**src/rtl/dmem_arbiter.sv**
```systemverilog
// Two-port data-memory arbiter: processor and NIC share one single-port dmem.
// Grants are combinational from the current requests and the burst counter.
// A registered owner tag routes the one-cycle-late read data back to the
// requester that issued the read.
module dmem_arbiter #(
    parameter int PROC_BURST = 3
) (
    input  logic        Clock,
    input  logic        Reset_n,
    input  logic        P_Req,
    input  logic        P_WrEn,
    input  logic [0:7]  P_Addr,
    input  logic [0:63] P_Wdata,
    output logic        P_Gnt,
    output logic        P_Rvalid,
    input  logic        N_Req,
    input  logic        N_WrEn,
    input  logic [0:7]  N_Addr,
    input  logic [0:63] N_Wdata,
    output logic        N_Gnt,
    output logic        N_Rvalid,
    output logic [0:63] Rdata,
    output logic        DmemEn,
    output logic        DmemWrEn,
    output logic [0:7]  Mem_Addr,
    output logic [0:63] Data_Out,
    input  logic [0:63] Data_In
);

    // A zero burst limit still needs a 1-bit counter to hold the value 0.
    localparam int CNT_W = (PROC_BURST > 0) ? $clog2(PROC_BURST + 1) : 1;
    localparam logic [CNT_W-1:0] BURST_MAX = CNT_W'(PROC_BURST);

    logic [CNT_W-1:0] r_burst_cnt;
    logic             r_p_rd;
    logic             r_n_rd;

    logic             w_p_wins;
    logic             w_p_gnt;
    logic             w_n_gnt;

    // Arbitration: the processor wins contention until it has used its burst.
    // Grants are forced low while reset is asserted.
    always_comb begin
        w_p_wins = P_Req && (!N_Req || (r_burst_cnt != BURST_MAX));
        w_p_gnt  = Reset_n && w_p_wins;
        w_n_gnt  = Reset_n && N_Req && !w_p_wins;
    end

    assign P_Gnt = w_p_gnt;
    assign N_Gnt = w_n_gnt;

    // Memory command mux: drive the granted port's command, all zeros when idle.
    always_comb begin
        DmemEn   = 1'b0;
        DmemWrEn = 1'b0;
        Mem_Addr = '0;
        Data_Out = '0;
        if (w_p_gnt) begin
            DmemEn   = 1'b1;
            DmemWrEn = P_WrEn;
            Mem_Addr = P_Addr;
            Data_Out = P_Wdata;
        end else if (w_n_gnt) begin
            DmemEn   = 1'b1;
            DmemWrEn = N_WrEn;
            Mem_Addr = N_Addr;
            Data_Out = N_Wdata;
        end
    end

    // Burst counter: counts processor grants while the NIC waits; any cycle
    // where the NIC is served or not asking restarts the count.
    always_ff @(posedge Clock or negedge Reset_n) begin
        if (!Reset_n) begin
            r_burst_cnt <= '0;
        end else if (!N_Req || w_n_gnt) begin
            r_burst_cnt <= '0;
        end else if (w_p_gnt && (r_burst_cnt != BURST_MAX)) begin
            r_burst_cnt <= r_burst_cnt + CNT_W'(1);
        end
    end

    // Owner tag: remembers who issued the read so the returning data is
    // qualified for that port only; reset discards any read in flight.
    always_ff @(posedge Clock or negedge Reset_n) begin
        if (!Reset_n) begin
            r_p_rd <= 1'b0;
            r_n_rd <= 1'b0;
        end else begin
            r_p_rd <= w_p_gnt && !P_WrEn;
            r_n_rd <= w_n_gnt && !N_WrEn;
        end
    end

    assign P_Rvalid = r_p_rd;
    assign N_Rvalid = r_n_rd;

    // Read return: pass dmem data through only while a read-valid is up.
    always_comb begin
        Rdata = '0;
        if (r_p_rd || r_n_rd) begin
            Rdata = Data_In;
        end
    end

endmodule

```
**config.mk**
```make
export PLATFORM = sky130hd
export DESIGN_NAME = dmem_arbiter
export DESIGN_NICKNAME = d
export VERILOG_FILES = /design/src/rtl/dmem_arbiter.sv
export SDC_FILE = /design/constraint.sdc
export NUM_CORES = 1
export LEC_CHECK = 0
export ABC_AREA = 1
export BUFFER_PORTS_ARGS = -buffer_cell sky130_fd_sc_hd__clkbuf_2
export CELL_PAD_IN_SITES_DETAIL_PLACEMENT = 1
export CELL_PAD_IN_SITES_GLOBAL_PLACEMENT = 1
export CORE_AREA = 8 8 133 135
export CTS_CLUSTER_SIZE = 30
export DETAILED_ROUTE_END_ITERATION = 10
export DIE_AREA = 0 0 141 143
export GPL_TIMING_DRIVEN = 0
export PLACE_DENSITY_LB_ADDON = 0.1
export RECOVER_POWER = 100
export SKIP_LAST_GASP = 1
export SLEW_MARGIN = 20
export SYNTH_ARGS = -nofsm -noshare
export SYNTH_HDL_FRONTEND = slang
export SYNTH_SLANG_ARGS = --single-unit
```
**constraint.sdc**
```tcl
create_clock -name Clock -period 2.3 [get_ports Clock]
set_input_delay 0.23 -clock Clock [delete_from_list [all_inputs] [get_ports Clock]]
set_output_delay 0.23 -clock Clock [all_outputs]
set_load 0.02 [all_outputs]
```
# [Word level (Yosys, flattened, before mapping)]
# Index checks and enable logic that the tools add are counted.
[classes] add_sub_neg=1 eq_ne=1 mux=11 reduce_logical=15
[op_table] op="$mux W64" n=3
[op_table] op="$mux W8" n=2
[op_table] op="$logic_and A1 B1 Y1" n=7
[op_table] op="$logic_not A1 Y1" n=4
[op_table] op="$mux W1" n=4
[op_table] op="$mux W2" n=2
[op_table] op="$logic_or A1 B1 Y1" n=3
[op_table] op="$add A2 B1 Y2 const B" n=1
[op_table] op="$ne A2 B2 Y1 const B" n=1
[op_table] op="$reduce_bool A2 Y1" n=1
[totals] register_bits=4 out_inout_bits=142 wordCells=31

# [Depth between registers and ports, before layout]
# Gate-level depths: netlist of the first run.
[logic_depth] depth_word=7 depth_mapped=9

# [Worst setup path after synthesis of the first run]
# No wires, ideal clock.
[synth_path] kind="register -> output" from="reg r_burst_cnt[0]" to="out Data_Out[16] (netlist bit)" t_arrival_ps=1348 path_slack_ps=722 stages_incl_launch_ff=10 cell_sequence="dfrtp_1 ha_1 nand2_2 nand2_2 nand2_2 clkinv_2 buf_12 buf_12 nand2_2 nand2_1"
[synth_between] elab_chain_len=7 elab_cells_between_ends=8
[synth_rtl] element="from (decl)" line="34" source="logic [CNT_W-1:0] r_burst_cnt;"
[synth_rtl] element="from (signal assigned)" line="80" source="r_burst_cnt <= r_burst_cnt + CNT_W'(1);"
[synth_rtl] element="$ne A2 B2 Y1 *" line="45" source="w_p_wins = P_Req && (!N_Req || (r_burst_cnt != BURST_MAX));"
[synth_rtl] element="$logic_or A1 B1 Y1 *" line="45"
[synth_rtl] element="$logic_and A1 B1 Y1 *" line="45"
[synth_rtl] element="$logic_not A1 Y1" line="47" source="w_n_gnt = Reset_n && N_Req && !w_p_wins;"
[synth_rtl] element="$logic_and A1 B1 Y1" line="47"
[synth_rtl] element="$mux W64" line="64" source="end else if (w_n_gnt) begin"
[synth_rtl] element="$mux W64 *" line="59" source="if (w_p_gnt) begin"
[synth_rtl] element="to (decl)" line="26" source="output logic [0:63] Data_Out,"
# Mark *: on every way between the ends. The rest lies on a longest branch, timed or not.

# [Worst setup path in the final report of the first run]
[layout_path] from="in Reset_n" to="out Data_Out[37] (netlist bit)"
[layout_between] elab_chain_len=4 elab_cells_between_ends=5
[layout_rtl] element="from (decl)" line="9" source="input logic Reset_n,"
[layout_rtl] element="$logic_and A1 B1 Y1 (2 in a row)" line="47"
[layout_rtl] element="$mux W64" line="64"
[layout_rtl] element="$mux W64 *" line="59"
# Marked as above.

==> metrics.log, run 1 <==
INFO  metric outcome = finished clean
INFO  metric avgSynthCellArea = 4.77 µm²
INFO  metric period_share = about 94%
INFO  metric cp_max_fo = 10
INFO  metric cellLeakagePower = roughly 2.8 nW
INFO  metric area.growth.synth_to_final = 107%
INFO  metric fraction_of_layout_cells_with_a_size_suffix_above_1 = approximately half
INFO  metric fp.dieArea = between 20000 and 25000 µm²
INFO  metric globalRoute.totalOverflow = 0
INFO  metric critical_path.startpoint_type = input port
INFO  metric p_int = around 580 µW
INFO  metric remaining_antenna_violation_count = 0
INFO  metric power.density = between 200 and 300 nW/µm²
INFO  metric design.core.area = 15600 µm²
INFO  metric first_global_vias = roughly 4000
INFO  metric clock_skew = roughly 0.00036 ns
INFO  metric synth_top_cell_area_share = 32.8%
INFO  metric fillerInstances = 2189
INFO  metric grt_setup_unrepaired = no
INFO  metric hold-path-cell-count = 2
INFO  metric cts_htree_levels = 1
INFO  metric whs = 0.175 ns
INFO  metric timing.slew.headroom = 54.4%
INFO  metric dieWidth = approximately 140 µm
INFO  metric cts_tree = done
INFO  metric worst_min_path_class = in -> reg
INFO  metric clk_lat_worst_skew = around 0.22 ns
INFO  metric clock_sinks = 4
INFO  metric finalWeightedCongestion = a little over 0.8
INFO  metric worstHoldEndpoint = P_Rvalid
INFO  metric initial_utilization = 12.1%
INFO  metric post-dp-hpwl = between 10000 and 15000 µm
INFO  metric drt-wirelength-per-cell = between 15 and 20 µm
INFO  metric ys_seq_area_share = under 10%
INFO  metric gr-usage-all-layers = ~13%
INFO  metric yosys.area.top_type = nand2_1
INFO  metric holdCritStartpoint = P_WrEn
INFO  metric period_minus_slack = 2.17 ns
INFO  metric antenna_found_initial = 0
INFO  metric std_cell_rows = between 40 and 50
INFO  metric cts-root-buf = clkbuf_16
INFO  metric report.final.hold_viol_count = 0
INFO  metric drtIter0Drc = 57
INFO  metric utilization = between 20% and 30%
INFO  metric cts.repair_timing.setup_buffer_count = 0
INFO  metric cts_inserted_buffers = 3
INFO  metric r2r_end = r_burst_cnt[0]
INFO  metric detail_route.drc_violations = 0
INFO  metric synth_fp_nets = around 610
INFO  metric grt_start_max_net_pins = 11
INFO  metric max_slew.worst_pin.slew = around 0.68 ns
INFO  metric synthDistinctLibCells = 13
INFO  metric timing.max_cap.violations = 0
INFO  metric rr_worst_depth = 6
INFO  metric synth_enable_flop_cells = 0
INFO  metric postSynthCellCount = approximately 400
INFO  metric endpoint_kind = output port
INFO  metric worst_ir_drop_vdd = 0.163 mV
INFO  metric clock_power_share = a little over a quarter
INFO  metric clk_path_buf_depth = 2
INFO  metric ys_async_sr_fraction = 100%
INFO  metric power.net_switching = around 480 µW
INFO  metric r2r-start = r_burst_cnt[0]
INFO  metric synth.cells.most_frequent = nand2_1 (165), nor2_1 (68), inv_1 (66)
INFO  metric clk_pin_slew_worst_paths = 0.03 ns
INFO  metric finalWirelength = 14700 µm
INFO  metric yosysMostFrequentCell = nand2_1
INFO  metric top_level_port_count = 356
INFO  metric finalInstanceArea = ~3900 µm²
INFO  metric ys_warn_count = 0
INFO  metric comb_power_share = 66.8%
INFO  metric vias = roughly 3600
INFO  metric synth.cell_area = 1890 µm²
INFO  metric achievable-frequency = around 460 MHz
INFO  metric timing.reg2reg.setup_slack = 1.14 ns
INFO  metric ys_ff_latch = 4
INFO  metric buffer_ports.inserted = between 300 and 400
INFO  metric synth.top_cells.by_area = nand2_1 (33%), nand2_2 (21%), nor2_1 (14%)
INFO  metric synth_ff_type = dfrtp_1
INFO  metric tns = 0 ns
INFO  metric post-layout-total-power = 1.05 mW
INFO  metric power_switching_share = 45.3%
INFO  metric post_dp_cell_area = 3940 µm²
INFO  metric seq_power_share = about 7%
INFO  metric worstSetupPathType = in -> out
INFO  metric critical_path_arrival = ~1.9 ns
INFO  metric die_h = ~140 µm
INFO  metric antenna-diode-count = 0
INFO  metric nets = about 970
INFO  metric detail_route.first_pass.iterations = 4
INFO  metric report.final.setup_viol = 0
INFO  metric first_pass_grt_wire_length = about 21000 µm
INFO  metric cp_data_required_time = around 2.1 ns
INFO  metric slew_viol_final = 0
INFO  metric avgViaCountPerCell = 3.69
[metal layers]
layer / global-route usage, % / routed length [µm] / vias up
met2: 27.0 / 7840 / 206
met3: 4.37 / 1400 / 14
met5: 0 / 0 / -
li1: - / - / 1826
met1: 12.6 / 5150 / 1533
met4: 3.45 / 295 / 0
[worst max-delay path, cell delays in order]
cell	delay [ns]
dlygate4sd3_1	0.54
clkbuf_4	0.19
nand2_1	0.13
inv_2	0.04
nand2_2	0.12
clkinv_2	0.10
buf_12	0.16
buf_6	0.15
nand2_1	0.08
nand2_1	0.05
clkbuf_2	0.15
[state kept, by name (all words and copies together) (netlist names)]
name         cells
P_Rvalid         1
r_burst_cnt      2
N_Rvalid         1
[worst max path at each step]
stage	from	end	slack (ns)	cells past startpoint
floorplan	r_burst_cnt[0]	Data_Out[16]	0.72	9
global placement	r_burst_cnt[0]	Data_Out[36]	0.39	9
detailed placement	r_burst_cnt[0]	Data_Out[36]	0.35	9
CTS	Reset_n	Data_Out[36]	0.04	9
global route	Reset_n	Data_Out[39]	0.02	11
finish	Reset_n	Data_Out[37]	0.13	11
[timing repair]
action	4_1_cts	5_1_grt
endpoints found under the setup margin	0	59
endpoints found under the hold margin	4	0
hold buffers	1	0
gates resized for setup	0	7
[cell families after synthesis]
family / synth area share (%)
buffers and inverters: 25.3
DFF: 5.30
adders and majority gates: 0.663
and+or+nand+nor: 68.7
[cell type report]
cell class	count	area (µm²)	area share, %
tap	216	270	6.93
inverter	69	260	6.67
multi-input combinational	301	1260	32.3
timing repair buffer	356	1730	44.5
buffer	22	200	5.13
sequential	4	100	2.57
clock buffer	3	75.1	1.92
[power by group through the flow]
stage	combinational (mW)	clock [mW]	sequential [mW]
floorplan	0.355	0	0.0775
global placement	0.722	0	0.0763
detailed placement	0.734	0	0.0765
CTS	0.739	0.276	0.0759
global route	0.775	0.282	0.0762
finish	0.702	0.273	0.0758
[metrics by stage]
stage | std cells | worst slack (ns)
2_1_floorplan | 396 | 0.722
3_3_place_gp | 967 | 0.394
3_5_place_dp | 967 | 0.346
4_1_cts | 971 | 0.0397
5_1_grt | 971 | 0.0155
6_report | 971 | 0.129
[cell usage in the layout (no fill, tap or decap), drive strengths merged]
cell type    instances
inv                 68
dlygate4sd3          1
nand2              228
nand4                3
nand3                1
clkinv               1
buf                 10
dfrtp                4
ha                   1
clkbuf             370
nor2                68
Power figures use the tool's default switching activity.
==> run 2, diff against run 1 <==
==> constraint.sdc (replaced) <==
create_clock -name Clock -period 2.3 [get_ports Clock]
set_input_delay 0.115 -clock Clock [delete_from_list [all_inputs] [get_ports Clock]]
set_output_delay 0.115 -clock Clock [all_outputs]
set_load 0.02 [all_outputs]
==> run 2 against run 1 <==
Net effect:
- register-to-register slack got worse by 0.08 ns
- largest cell class unchanged
- combinational power decreased by 2%
- non-clock buffer count unchanged
==> metrics.log, run 2 (synthesized netlist as in run 1, its figures left out) <==
INFO  metric remaining_antenna_violation_count = 0
INFO  metric dieWidth = roughly 140 µm
INFO  metric power.density = approximately 270 nW/µm²
INFO  metric cellLeakagePower = 2.53 nW
INFO  metric fp.dieArea = 20200 µm²
INFO  metric achievable-frequency = between 400 and 500 MHz
INFO  metric die_h = roughly 140 µm
INFO  metric layout_commonest_cell = clkbuf_2
INFO  metric mostFrequentLayoutCells = clkbuf_2 (238), nand2_1 (169), clkbuf_1 (124)
INFO  metric buffer_ports.inserted = ~360
INFO  metric cts.repair_timing.setup_buffer_count = 0
INFO  metric utilization = ~25%
INFO  metric initial_utilization = about 12%
INFO  metric grt_start_max_net_pins = 11
INFO  metric endpoint_kind = output port
INFO  metric top_level_port_count = 356
INFO  metric post-dp-hpwl = between 10000 and 15000 µm
INFO  metric critical_path.startpoint_type = register
INFO  metric worst_ir_drop_vdd = 0.163 mV
INFO  metric design.core.area = 15600 µm²
INFO  metric detailedPlace.worstSlack = roughly 0.46 ns
INFO  metric finish.cell_count_without_fillers = roughly 1000
INFO  metric final.setup.worst_slack = roughly 0.22 ns
INFO  metric nets = 972
INFO  metric period_share = between 90% and 100%
INFO  metric cts_resized = 0
INFO  metric cp_max_fo = 10
INFO  metric finalWirelength = roughly 15000 µm
INFO  metric clk_lat_worst_skew = ~0.22 ns
INFO  metric cts_htree_levels = 1
INFO  metric timing.max_cap.violations = 0
INFO  metric report.final.hold_viol_count = 0
INFO  metric first_global_vias = roughly 4000
INFO  metric slew_viol_final = 0
INFO  metric cts_tree = done
INFO  metric clock_skew = ~0.00035 ns
INFO  metric drtIter0Drc = 57
INFO  metric finalWeightedCongestion = ~0.8
INFO  metric timing.slew.headroom = 56.2%
INFO  metric worst_min_path_class = in -> reg
INFO  metric antenna-diode-count = 0
INFO  metric clock_sinks = 4
INFO  metric detail_route.drc_violations = 0
INFO  metric first_pass_grt_wire_length = 21400 µm
INFO  metric drt-wirelength-per-cell = about 15 µm
INFO  metric fraction_of_layout_cells_with_a_size_suffix_above_1 = between 40% and 50%
INFO  metric largest_reg_flops = 2
INFO  metric vias = ~3600
INFO  metric critical_path_arrival = 1.97 ns
INFO  metric globalRoute.totalOverflow = 0
INFO  metric worstSetupPathType = reg -> out
INFO  metric report.final.setup_viol = 0
INFO  metric detail_route.first_pass.iterations = 4
INFO  metric tns = 0 ns
INFO  metric area.growth.synth_to_final = 104%
INFO  metric clk_pin_slew_worst_paths = ~0.030 ns
INFO  metric top_register = r_burst_cnt
INFO  metric whs = between 0.06 and 0.07 ns
INFO  metric numPlacedInstances = between 900 and 1000
INFO  metric outcome = finished clean
INFO  metric post_cts_hold_buffer_count = 1
INFO  metric std_cell_rows = 46
INFO  metric period_minus_slack = roughly 2.1 ns
INFO  metric grt_setup_unrepaired = no
INFO  metric max_slew.worst_pin.slew = between 0.6 and 0.7 ns
INFO  metric cts_inserted_buffers = 3
INFO  metric antenna_found_initial = 0
INFO  metric cts-root-buf = clkbuf_16
INFO  metric gr-usage-all-layers = between 10 and 15%
INFO  metric cp_data_required_time = ~2.2 ns
INFO  metric avgViaCountPerCell = between 3 and 4
INFO  metric clk_path_buf_depth = 2
[run 2: per-stage QoR]
step | power [mW] | cell area (µm²)
after floorplan | 0.432 | 1890
after global placement | 0.798 | 3940
after detailed placement | 0.811 | 3940
after CTS | 1.09 | 4020
after global routing | 1.12 | 3850
final | 1.04 | 3850
[run 2: where the power goes]
part           total, mW  switching, mW  internal [mW]  leakage (nW)
sequential        0.0758        0.00210         0.0737        0.0544
combinational      0.690          0.427          0.263          2.44
clock              0.273         0.0505          0.222        0.0370
total               1.04          0.479          0.559          2.53
[run 2: final cells by class]
type,count,area [µm²]
tap,216,270
inverter,69,260
timing repair buffer,356,1640
buffer,22,209
multi-input combinational,301,1300
fill,2219,11700
sequential,4,100
clock buffer,3,75.1
[run 2: final timing paths]
| kind | startpoint | end | slack, ns | depth (start not counted) |
|---|---|---|---|---|
| setup / recovery | r_burst_cnt[0] | Data_Out[27] | 0.22 | 9 |
| hold / removal | P_WrEn | P_Rvalid | 0.06 | 2 |
| setup reg to reg | r_burst_cnt[0] | r_burst_cnt[0] | 1.06 | 6 |
| hold reg to reg | r_burst_cnt[1] | r_burst_cnt[1] | 0.56 | 2 |
| max in group asynchronous | Reset_n | P_Rvalid | 1.86 | 2 |
| min in group asynchronous | Reset_n | r_burst_cnt[1] | 0.27 | 2 |
[run 2: layer usage]
layer  vias to the layer above  GRT usage [%]  part of all wire (%)
li1                       1824              -                     -
met1                      1541           12.6                    35
met2                       206           27.0                    53
met3                        14           4.37                   9.2
met4                         0           3.45                   2.0
met5                         -              0                     0
[run 2: critical path, stage by stage (launching register included)]
cell and delay (ns):
dfrtp_1 0.39, ha_1 0.24, nand2_2 0.10, nand3_2 0.11
inv_2 0.08, buf_4 0.17, buf_2 0.23, nand2_1 0.09
nand2_1 0.07, clkbuf_1 0.25
==> run 3, diff against run 2 <==
--- a/config.mk
+++ b/config.mk
@@ -7,14 +7,11 @@
 export LEC_CHECK = 0
 export ABC_AREA = 1
 export BUFFER_PORTS_ARGS = -buffer_cell sky130_fd_sc_hd__clkbuf_2
-export CELL_PAD_IN_SITES_DETAIL_PLACEMENT = 1
-export CELL_PAD_IN_SITES_GLOBAL_PLACEMENT = 1
-export CORE_AREA = 8 8 133 135
+export CORE_AREA = 8 8 132 134
 export CTS_CLUSTER_SIZE = 30
 export DETAILED_ROUTE_END_ITERATION = 10
-export DIE_AREA = 0 0 141 143
+export DIE_AREA = 0 0 140 142
 export GPL_TIMING_DRIVEN = 0
-export PLACE_DENSITY_LB_ADDON = 0.1
 export RECOVER_POWER = 100
 export SKIP_LAST_GASP = 1
 export SLEW_MARGIN = 20
==> run 3 against run 2 <==
Net effect:
- critical path depth did not move
- sequential share of layout area about the same
- clock power is essentially flat
- setup slack better by 0.014 ns
- via count shrank 2.9%
- combinational power about the same
- critical path type unchanged
- highest routed layer unchanged
==> metrics.log, run 3 (synthesized netlist as in run 1, its figures left out) <==
INFO  metric fp.dieArea = 19900 µm²
INFO  metric cts_inserted_buffers = 3
INFO  metric drt-wirelength-per-cell = between 10 and 15 µm
INFO  metric std_cell_rows = 46
INFO  metric clock_skew = 0.00222 ns
INFO  metric critical_path_arrival = 1.95 ns
INFO  metric remaining_antenna_violation_count = 0
INFO  metric clk_pin_slew_worst_paths = 0.03 ns
INFO  metric initial_utilization = between 10% and 20%
INFO  metric gr-usage-all-layers = 11.2%
INFO  metric cp_slowest_cell = dfrtp_1
INFO  metric design.core.area = 15400 µm²
INFO  metric rr_worst_depth = 6
INFO  metric cts_resized = 0
INFO  metric timing.max_cap.violations = 0
INFO  metric detailedPlace.worstSlack = between 0.4 and 0.5 ns
INFO  metric cp_cell_sequence = ha_1 -> nand2_2 -> nand3_2 -> inv_2 -> buf_4 -> clkbuf_2 -> nand2_1 -> nand2_1 -> clkbuf_1
INFO  metric worst_ir_drop_vdd = slightly below 0.2 mV
INFO  metric report.final.setup_viol = 0
INFO  metric globalRoute.totalOverflow = 0
INFO  metric holdCritStartpoint = N_WrEn
INFO  metric antenna_found_initial = 0
INFO  metric detail_route.drc_violations = 0
INFO  metric timing.critical_path.depth = 9
INFO  metric buffer_ports.inserted = approximately 360
INFO  metric top_level_port_count = ~360
INFO  metric finalWirelength = between 10000 and 15000 µm
INFO  metric finalWeightedCongestion = between 0.9 and 1
INFO  metric max_slew.worst_pin.slew = between 0.6 and 0.7 ns
INFO  metric top_register = r_burst_cnt
INFO  metric power.density = ~270 nW/µm²
INFO  metric tns = 0 ns
INFO  metric post_cts_hold_buffer_count = 1
INFO  metric cts-root-buf = clkbuf_16
INFO  metric post-dp-hpwl = approximately 11000 µm
INFO  metric multi_input_gate_area = between 1000 and 1500 µm²
INFO  metric clk_path_buf_depth = 2
INFO  metric period_minus_slack = 2.07 ns
INFO  metric cp_common_cell = nand2_1
INFO  metric largest_reg_flops = 2
INFO  metric die_h = roughly 140 µm
INFO  metric vias = 3482
INFO  metric cp_data_required_time = 2.18 ns
INFO  metric cp-startpoint = r_burst_cnt[0]
INFO  metric crit_family = buffers and inverters
INFO  metric clk_lat_worst_skew = ~0.22 ns
INFO  metric timing.slew.headroom = a little under three fifths
INFO  metric cp_max_fo = 10
INFO  metric fraction_of_layout_cells_with_a_size_suffix_above_1 = between 40% and 50%
INFO  metric grt_setup_unrepaired = no
INFO  metric outcome = finished clean
INFO  metric whs = roughly 0.073 ns
INFO  metric grt_start_max_net_pins = 11
INFO  metric slew_viol_final = 0
INFO  metric drtIter0Drc = 97
INFO  metric endpoint_kind = output port
INFO  metric hold-path-cell-count = 2
INFO  metric first_global_vias = 3534
INFO  metric final.setup.worst_slack = between 0.2 and 0.25 ns
INFO  metric area.growth.synth_to_final = 105%
INFO  metric worst-path-buf-inv = 4
INFO  metric detail_route.first_pass.iterations = 6
INFO  metric antenna-diode-count = 0
INFO  metric r2r-start = r_burst_cnt[0]
INFO  metric timing.critical_path.slowest_cell_delay = around 0.4 ns
INFO  metric mostFrequentLayoutCells = clkbuf_2 (269), nand2_1 (166), clkbuf_1 (98)
INFO  metric layout_commonest_cell = clkbuf_2
INFO  metric nets = ~1000
INFO  metric cts_tree = done
INFO  metric report.final.hold_viol_count = 0
INFO  metric avgViaCountPerCell = around 3.7
INFO  metric dieWidth = about 140 µm
INFO  metric period_share = between 80% and 90%
INFO  metric clock_sinks = 4
INFO  metric worst_min_path_class = in -> reg
INFO  metric cts.repair_timing.setup_buffer_count = 0
INFO  metric layout.area.seq = roughly 100 µm²
INFO  metric cellLeakagePower = roughly 2.6 nW
INFO  metric first_pass_grt_wire_length = between 15000 and 20000 µm
INFO  metric cts_htree_levels = 1
INFO  metric achievable-frequency = between 400 and 500 MHz
INFO  metric fillerInstances = ~1800
INFO  metric worstSetupPathType = reg -> out
INFO  metric critical_path.startpoint_type = register
INFO  metric timing.reg2reg.setup_slack = about 1.1 ns
## run 3: worst paths after layout
kind,end
setup reg to reg,r_burst_cnt[0]
hold reg to reg,r_burst_cnt[1]
min in group asynchronous,r_burst_cnt[1]
hold / removal,N_Rvalid
max in group asynchronous,N_Rvalid
setup / recovery,Data_Out[32]
## run 3: stage by stage
step	area, µm²	std cells	utilization [%]	power (mW)
floorplan	1890	396	-	0.432
global placement	3910	943	25.3	0.793
detailed placement	3910	943	25.3	0.796
CTS	3990	947	25.9	1.08
global route	3860	947	25.1	1.12
finish	3860	947	25.1	1.04
## run 3: area by class of cell
class | count | share of cell area [%]
inverters | 69 | 6.73
multi-input cells | 301 | 33.8
plain buffers | 22 | 5.44
clock buffers | 3 | 1.94
flip-flops and latches | 4 | 2.59
repair buffers | 356 | 43.3
well taps | 192 | 6.22
## run 3: routing by layer
layer / part of all wire [%] / track usage (%) / vias up
met2: 49 / 20.0 / 221
met1: 36 / 11.4 / 1416
met5: 0 / 0 / -
li1: - / - / 1829
met3: 13 / 5.84 / 16
met4: 2.2 / 2.86 / 0
## run 3: power by group
| group | switching, mW | total, mW | internal, mW |
|---|---|---|---|
| registers | 0.00287 | 0.0766 | 0.0738 |
| logic | 0.420 | 0.689 | 0.269 |
| clock network | 0.0476 | 0.270 | 0.222 |
## run 3: worst register-to-register path, cell delays in order, from the launching register on
cell	delay, ns
dfrtp_1	0.39
ha_1	0.24
nand2_2	0.10
nand2_2	0.05
nand2_1	0.15
nand4_1	0.11
nand2_1	0.07
